===== src/rtl/lsu_pkg.sv =====
// Shared definitions for the load/store unit: FSM states, RV32I width codes
// and the request fault check used at acceptance.
package lsu_pkg;

    typedef enum logic [1:0] {
        ST_IDLE   = 2'd0,
        ST_ACCESS = 2'd1,
        ST_RESP   = 2'd2
    } lsu_state_e;

    localparam logic [2:0] F3_LB  = 3'b000;
    localparam logic [2:0] F3_LH  = 3'b001;
    localparam logic [2:0] F3_LW  = 3'b010;
    localparam logic [2:0] F3_LBU = 3'b100;
    localparam logic [2:0] F3_LHU = 3'b101;
    localparam logic [2:0] F3_SB  = 3'b000;
    localparam logic [2:0] F3_SH  = 3'b001;
    localparam logic [2:0] F3_SW  = 3'b010;

    // Misaligned halves/words and unsupported width codes both fault.
    function automatic logic lsu_fault(input logic       we,
                                       input logic [2:0] funct3,
                                       input logic [1:0] addr_lo);
        logic f;
        f = 1'b1;
        if (we) begin
            case (funct3)
                F3_SB:   f = 1'b0;
                F3_SH:   f = addr_lo[0];
                F3_SW:   f = (addr_lo != 2'b00);
                default: f = 1'b1;
            endcase
        end else begin
            case (funct3)
                F3_LB, F3_LBU: f = 1'b0;
                F3_LH, F3_LHU: f = addr_lo[0];
                F3_LW:         f = (addr_lo != 2'b00);
                default:       f = 1'b1;
            endcase
        end
        return f;
    endfunction

endpackage


===== src/rtl/lsu_align.sv =====
// Combinational data path of the LSU: store lane replication and byte enables,
// load lane mapping, byte/half selection and sign/zero extension.
module lsu_align
    import lsu_pkg::*;
#(
    parameter bit RD_LANE_REVERSE = 1'b1
) (
    input  logic [2:0]  funct3,
    input  logic [1:0]  addr_lo,
    input  logic [31:0] wdata,
    input  logic [31:0] rdata,
    output logic [3:0]  byte_enable,
    output logic [31:0] wdata_lane,
    output logic [31:0] load_data
);

    logic [31:0] word;
    logic [31:0] shifted;
    logic [7:0]  sel_byte;
    logic [15:0] sel_half;

    always_comb begin
        byte_enable = '0;
        wdata_lane  = '0;
        case (funct3)
            F3_SB: begin
                byte_enable = 4'b0001 << addr_lo;
                wdata_lane  = {4{wdata[7:0]}};
            end
            F3_SH: begin
                byte_enable = 4'b0011 << addr_lo;
                wdata_lane  = {2{wdata[15:0]}};
            end
            F3_SW: begin
                byte_enable = 4'b1111;
                wdata_lane  = wdata;
            end
            default: begin
                byte_enable = '0;
                wdata_lane  = '0;
            end
        endcase
    end

    // Reversed lanes put byte 0 on the top bits of the bus.
    always_comb begin
        if (RD_LANE_REVERSE)
            word = {rdata[7:0], rdata[15:8], rdata[23:16], rdata[31:24]};
        else
            word = rdata;
        shifted  = word >> {addr_lo, 3'b000};
        sel_byte = shifted[7:0];
        sel_half = addr_lo[1] ? word[31:16] : word[15:0];
    end

    always_comb begin
        load_data = '0;
        case (funct3)
            F3_LB:   load_data = {{24{sel_byte[7]}}, sel_byte};
            F3_LBU:  load_data = {24'h000000, sel_byte};
            F3_LH:   load_data = {{16{sel_half[15]}}, sel_half};
            F3_LHU:  load_data = {16'h0000, sel_half};
            F3_LW:   load_data = word;
            default: load_data = '0;
        endcase
    end

endmodule


===== src/rtl/lsu_ctrl.sv =====
// Load/store unit controller: accepts one core request at a time, performs a
// single-cycle memory access and holds the response until the core takes it.
module lsu_ctrl
    import lsu_pkg::*;
#(
    parameter bit RD_LANE_REVERSE = 1'b1
) (
    input  logic        clk,
    input  logic        reset,
    input  logic        req_valid,
    output logic        req_ready,
    input  logic        req_we,
    input  logic [2:0]  req_funct3,
    input  logic [31:0] req_addr,
    input  logic [31:0] req_wdata,
    output logic        resp_valid,
    input  logic        resp_ready,
    output logic [31:0] resp_rdata,
    output logic        resp_misaligned,
    output logic        mem_read,
    output logic        mem_write,
    output logic [3:0]  mem_byte_enable,
    output logic [31:0] mem_addr,
    output logic [31:0] mem_wdata,
    input  logic [31:0] mem_rdata
);

    lsu_state_e  state;
    logic        cap_we;
    logic [2:0]  cap_funct3;
    logic [31:0] cap_addr;
    logic [31:0] cap_wdata;

    logic [3:0]  al_be;
    logic [31:0] al_wdata;
    logic [31:0] al_load;
    logic        in_access;

    lsu_align #(
        .RD_LANE_REVERSE(RD_LANE_REVERSE)
    ) u_align (
        .funct3      (cap_funct3),
        .addr_lo     (cap_addr[1:0]),
        .wdata       (cap_wdata),
        .rdata       (mem_rdata),
        .byte_enable (al_be),
        .wdata_lane  (al_wdata),
        .load_data   (al_load)
    );

    // Bus address/data are gated by the registered state so reset clears them at once.
    assign in_access       = (state == ST_ACCESS);
    assign req_ready       = (state == ST_IDLE);
    assign mem_addr        = in_access ? cap_addr : '0;
    assign mem_byte_enable = (in_access && cap_we) ? al_be : '0;
    assign mem_wdata       = (in_access && cap_we) ? al_wdata : '0;

    always_ff @(posedge clk or posedge reset) begin
        if (reset) begin
            state           <= ST_IDLE;
            cap_we          <= 1'b0;
            cap_funct3      <= '0;
            cap_addr        <= '0;
            cap_wdata       <= '0;
            mem_read        <= 1'b0;
            mem_write       <= 1'b0;
            resp_valid      <= 1'b0;
            resp_rdata      <= '0;
            resp_misaligned <= 1'b0;
        end else begin
            case (state)
                ST_IDLE: begin
                    if (req_valid) begin
                        cap_we     <= req_we;
                        cap_funct3 <= req_funct3;
                        cap_addr   <= req_addr;
                        cap_wdata  <= req_wdata;
                        if (lsu_fault(req_we, req_funct3, req_addr[1:0])) begin
                            state           <= ST_RESP;
                            resp_valid      <= 1'b1;
                            resp_rdata      <= '0;
                            resp_misaligned <= 1'b1;
                        end else begin
                            state     <= ST_ACCESS;
                            mem_read  <= ~req_we;
                            mem_write <= req_we;
                        end
                    end
                end
                ST_ACCESS: begin
                    mem_read        <= 1'b0;
                    mem_write       <= 1'b0;
                    state           <= ST_RESP;
                    resp_valid      <= 1'b1;
                    resp_misaligned <= 1'b0;
                    resp_rdata      <= cap_we ? '0 : al_load;
                end
                ST_RESP: begin
                    if (resp_ready) begin
                        resp_valid <= 1'b0;
                        state      <= ST_IDLE;
                    end
                end
                default: begin
                    state      <= ST_IDLE;
                    mem_read   <= 1'b0;
                    mem_write  <= 1'b0;
                    resp_valid <= 1'b0;
                end
            endcase
        end
    end

endmodule


===== config.mk =====
export PLATFORM = sky130hd
export DESIGN_NAME = lsu_ctrl
export DESIGN_NICKNAME = d
export VERILOG_FILES = /design/src/rtl/lsu_pkg.sv /design/src/rtl/lsu_align.sv /design/src/rtl/lsu_ctrl.sv
export SDC_FILE = /design/constraint.sdc
export NUM_CORES = 1
export LEC_CHECK = 0
export BUFFER_PORTS_ARGS = -buffer_cell sky130_fd_sc_hd__buf_2
export CAP_MARGIN = 20
export CORE_UTILIZATION = 51
export CTS_BUF_LIST = sky130_fd_sc_hd__clkbuf_4
export CTS_CLUSTER_SIZE = 14
export DETAILED_ROUTE_END_ITERATION = 8
export PLACE_DENSITY = 0.93
export SYNTH_ARGS = -nofsm -noshare
export SYNTH_HDL_FRONTEND = slang
export SYNTH_HIERARCHICAL = 1
export SYNTH_SLANG_ARGS = --single-unit

===== constraint.sdc =====
create_clock -name clk -period 3.8 [get_ports clk]
set_input_delay 0 -clock clk [delete_from_list [all_inputs] [get_ports clk]]
set_output_delay 0 -clock clk [all_outputs]
set_load 0.02 [all_outputs]

==> results.toml <==
[outcome]
status = "finished clean"

[min_path]
hold_start = "mem_rdata[12]"
whs_path_depth = 5
hold_path_class = "in2reg"
holdPathEnd = "resp_rdata[20]"

[clock_network]
path_clk_slew_ns = 0.19
cts_tree = "built"
h-tree-depth = 3
cts_sinks = 106
cts_resized = 0
cts-buffers-inserted = 9
cts_root_buf = "clkbuf_4"
ctsLongestPathBuffers = 2
insertion_delay_ns = 0.52

[setup_path]
crit_arrival_ns = 3.22
cp_max_fo = 26
r2r_start = "cap_funct3[1]"
worst-path-buf-inv = 2
critPathLaunchType = "flop"
crit_type = "reg2out"
reg2reg_setup_slack_ns = 1.16
crit_slowest_cell = "nor2b_2"
crit_path_max_incr_delay_ns = 0.94
r2r_cells = 6
worst_setup_path_end_kind = "primary output"
required_ns = 3.80
worst_r2r_endpoint = "resp_rdata[7]"
path_delay_family = "simple AND/OR/NAND/NOR gates"
crit_chain = "nor2b_2 -> buf_4 -> nand2_1 -> a21oi_1 -> and3_1 -> buf_2"

[timing]
drv_slew = 0
finalSetupViolCount = 0
skew_ns = 0.0329
setup-tns-final_ns = 0
holdWs_ns = 0.0295
fmaxAchievable_mhz = 311
final_hold_viol_count = 0
fin_crit_ns = 3.22
min_period_over_period = 0.846
worst_pin_slew_ns = 1.02
max_slew_margin = 0.317
rsz0062_at_grt = "no"

[layout]
area_delta_synth_final_pct = 32.0
final_common_cell = "buf_2"
final_area_um2 = 8320
antenna_cells = 0
final_util = 0.692
layout.nets = 991
layoutNonFillerInstCount = 1039
layout-drive-gt1-share = 0.378
mostFrequentLayoutCells = "buf_2, dfrtp_1, dlygate4sd3_1, mux2_2, a21oi_1"

[drt]
antenna_left = 0
post-route-drc-count = 0
drtIter0Drc = 575
routed_wl_mm = 19.7
via_count = 6002
wl_per_cell_um = 19.0
firstDrtPassIters = 6
vias_per_cell = 5.78

[floorplanning]
die_h_um = 113
placementRows = 40
pin_count = 209
die_area_um2 = 12800
floorplan.initialDensity = 0.525
die_x_um = 113
core_area_um2 = 12000

[global_route]
grt_pass1_vias = 5776
grt_max_degree = 80
grt_first_pass_wirelength_mm = 30.2
grt_antenna_before_repair = 0
grtUsageTotal = 0.307
grt_overflow = 0

[power]
p_leak_nw = 4.03
power_density_nw_per_um2 = 552
vdd_ir_drop_max_mv = 0.288

[yosys]
yosys_warnings = 6
synth-async-reset-ratio = 1.00
synthFlopType = "dfrtp_1"
synth-seq-cells = 106
yosysUniqueCellTypes = 43
netlist_area_um2 = 6300
seq_area_frac_synth = 0.421
netlist_instances = 631
avgSynthCellArea_um2 = 9.99
synth_edf_count = 0
syn_nets = 735

[place]
place_area_um2 = 7300
place_congestion = 0.923
port_buffers = 208
placed_cells = 935
place_hpwl_mm = 11.8

[run]
maxCapViolCount = 0
[layout make-up]
| cell class | count | area [µm²] |
|---|---|---|
| Clock buffer | 9 | 67.6 |
| Clock inverter | 7 | 71.3 |
| Fill cell | 826 | 3690 |
| Inverter | 5 | 21.3 |
| Multi-Input combinational cell | 459 | 3300 |
| Sequential cell | 106 | 2650 |
| Tap cell | 147 | 184 |
| Timing Repair Buffer | 306 | 2020 |
[what timing repair did]
item,in CTS,in global routing
setup buffers,0,0
endpoints found under the hold margin,161,0
hold buffers,88,0
[worst max-delay path by stage]
stage                   from       endpoint  slack (ns)  cells past startpoint
2_1_floorplan          reset    cap_addr[0]        1.01                      1
3_5_place_dp   cap_funct3[0]  mem_wdata[26]        1.22                      6
4_1_cts        cap_funct3[0]  mem_wdata[26]        0.65                      6
6_report       cap_funct3[0]  mem_wdata[26]        0.58                      6
3_3_place_gp   cap_funct3[1]  resp_rdata[0]        1.32                      6
5_1_grt        cap_funct3[0]  mem_wdata[26]        0.46                      6
[worst min-delay path, cell delays in order]
cell and delay, ns:
buf_2 0.11, a22oi_1 0.18, a211oi_1 0.09, nand2b_1 0.07, a211oi_1 0.06
[cell usage after synthesis (2+ instances only)]
cell	instances	area [µm²]
dfrtp_1	106	2650
mux2_2	82	923
a21oi_1	48	240
a211oi_1	44	330
nand2b_1	44	275
and2_1	42	263
nor2_1	39	146
nand2_1	37	139
and3_1	36	225
clkbuf_1	26	97.6
a22oi_1	17	128
buf_2	17	85.1
a21o_1	16	120
buf_6	10	113
mux2i_1	8	80.1
o22ai_1	7	43.8
inv_1	5	18.8
a211oi_2	4	50.1
buf_1	4	15.0
buf_4	4	30.0
nor2b_1	4	25.0
o21ai_0	4	20.0
mux2_4	3	45.0
a32oi_1	2	17.5
o21a_1	2	15.0
o21ai_1	2	10.0
o21ba_2	2	20.0
[report_power, final]
part,internal [mW],switching [mW]
Clock,0.153,0.434
Combinational,0.981,1.17
Sequential,1.50,0.360
[sequential cells by signal (all words and copies together) (netlist names)]
signal	flops
cap_addr	32
cap_wdata	32
resp_rdata	32
cap_funct3	3
state	2
cap_we	1
mem_read	1
mem_write	1
resp_misaligned	1
resp_valid	1
[per-stage QoR]
step	total power [mW]	setup slack [ns]
2_1_floorplan	3.37	1.01
3_3_place_gp	3.80	1.32
3_5_place_dp	3.88	1.22
4_1_cts	4.53	0.652
5_1_grt	4.87	0.456
6_report	4.59	0.585
[cell families (layout without fill, tap and decap cells)]
kind of cell	Yosys count	count (layout)	synth area share
compound gates	153	153	0.168
simple gates	213	213	0.188
mux	93	93	0.166
flops	106	106	0.421
buf+inv	66	327	0.0570
[metal layers]
| metal | share of wire | up-vias | wire length, µm | track usage |
|---|---|---|---|---|
| li1 | - | 2753 | - | - |
| met1 | 0.39 | 2820 | 7640 | 0.367 |
| met2 | 0.50 | 359 | 9880 | 0.534 |
| met3 | 0.074 | 70 | 1460 | 0.0541 |
| met4 | 0.037 | 0 | 731 | 0.152 |
| met5 | 0 | - | 0 | 0 |
Power figures use the tool's default switching activity.
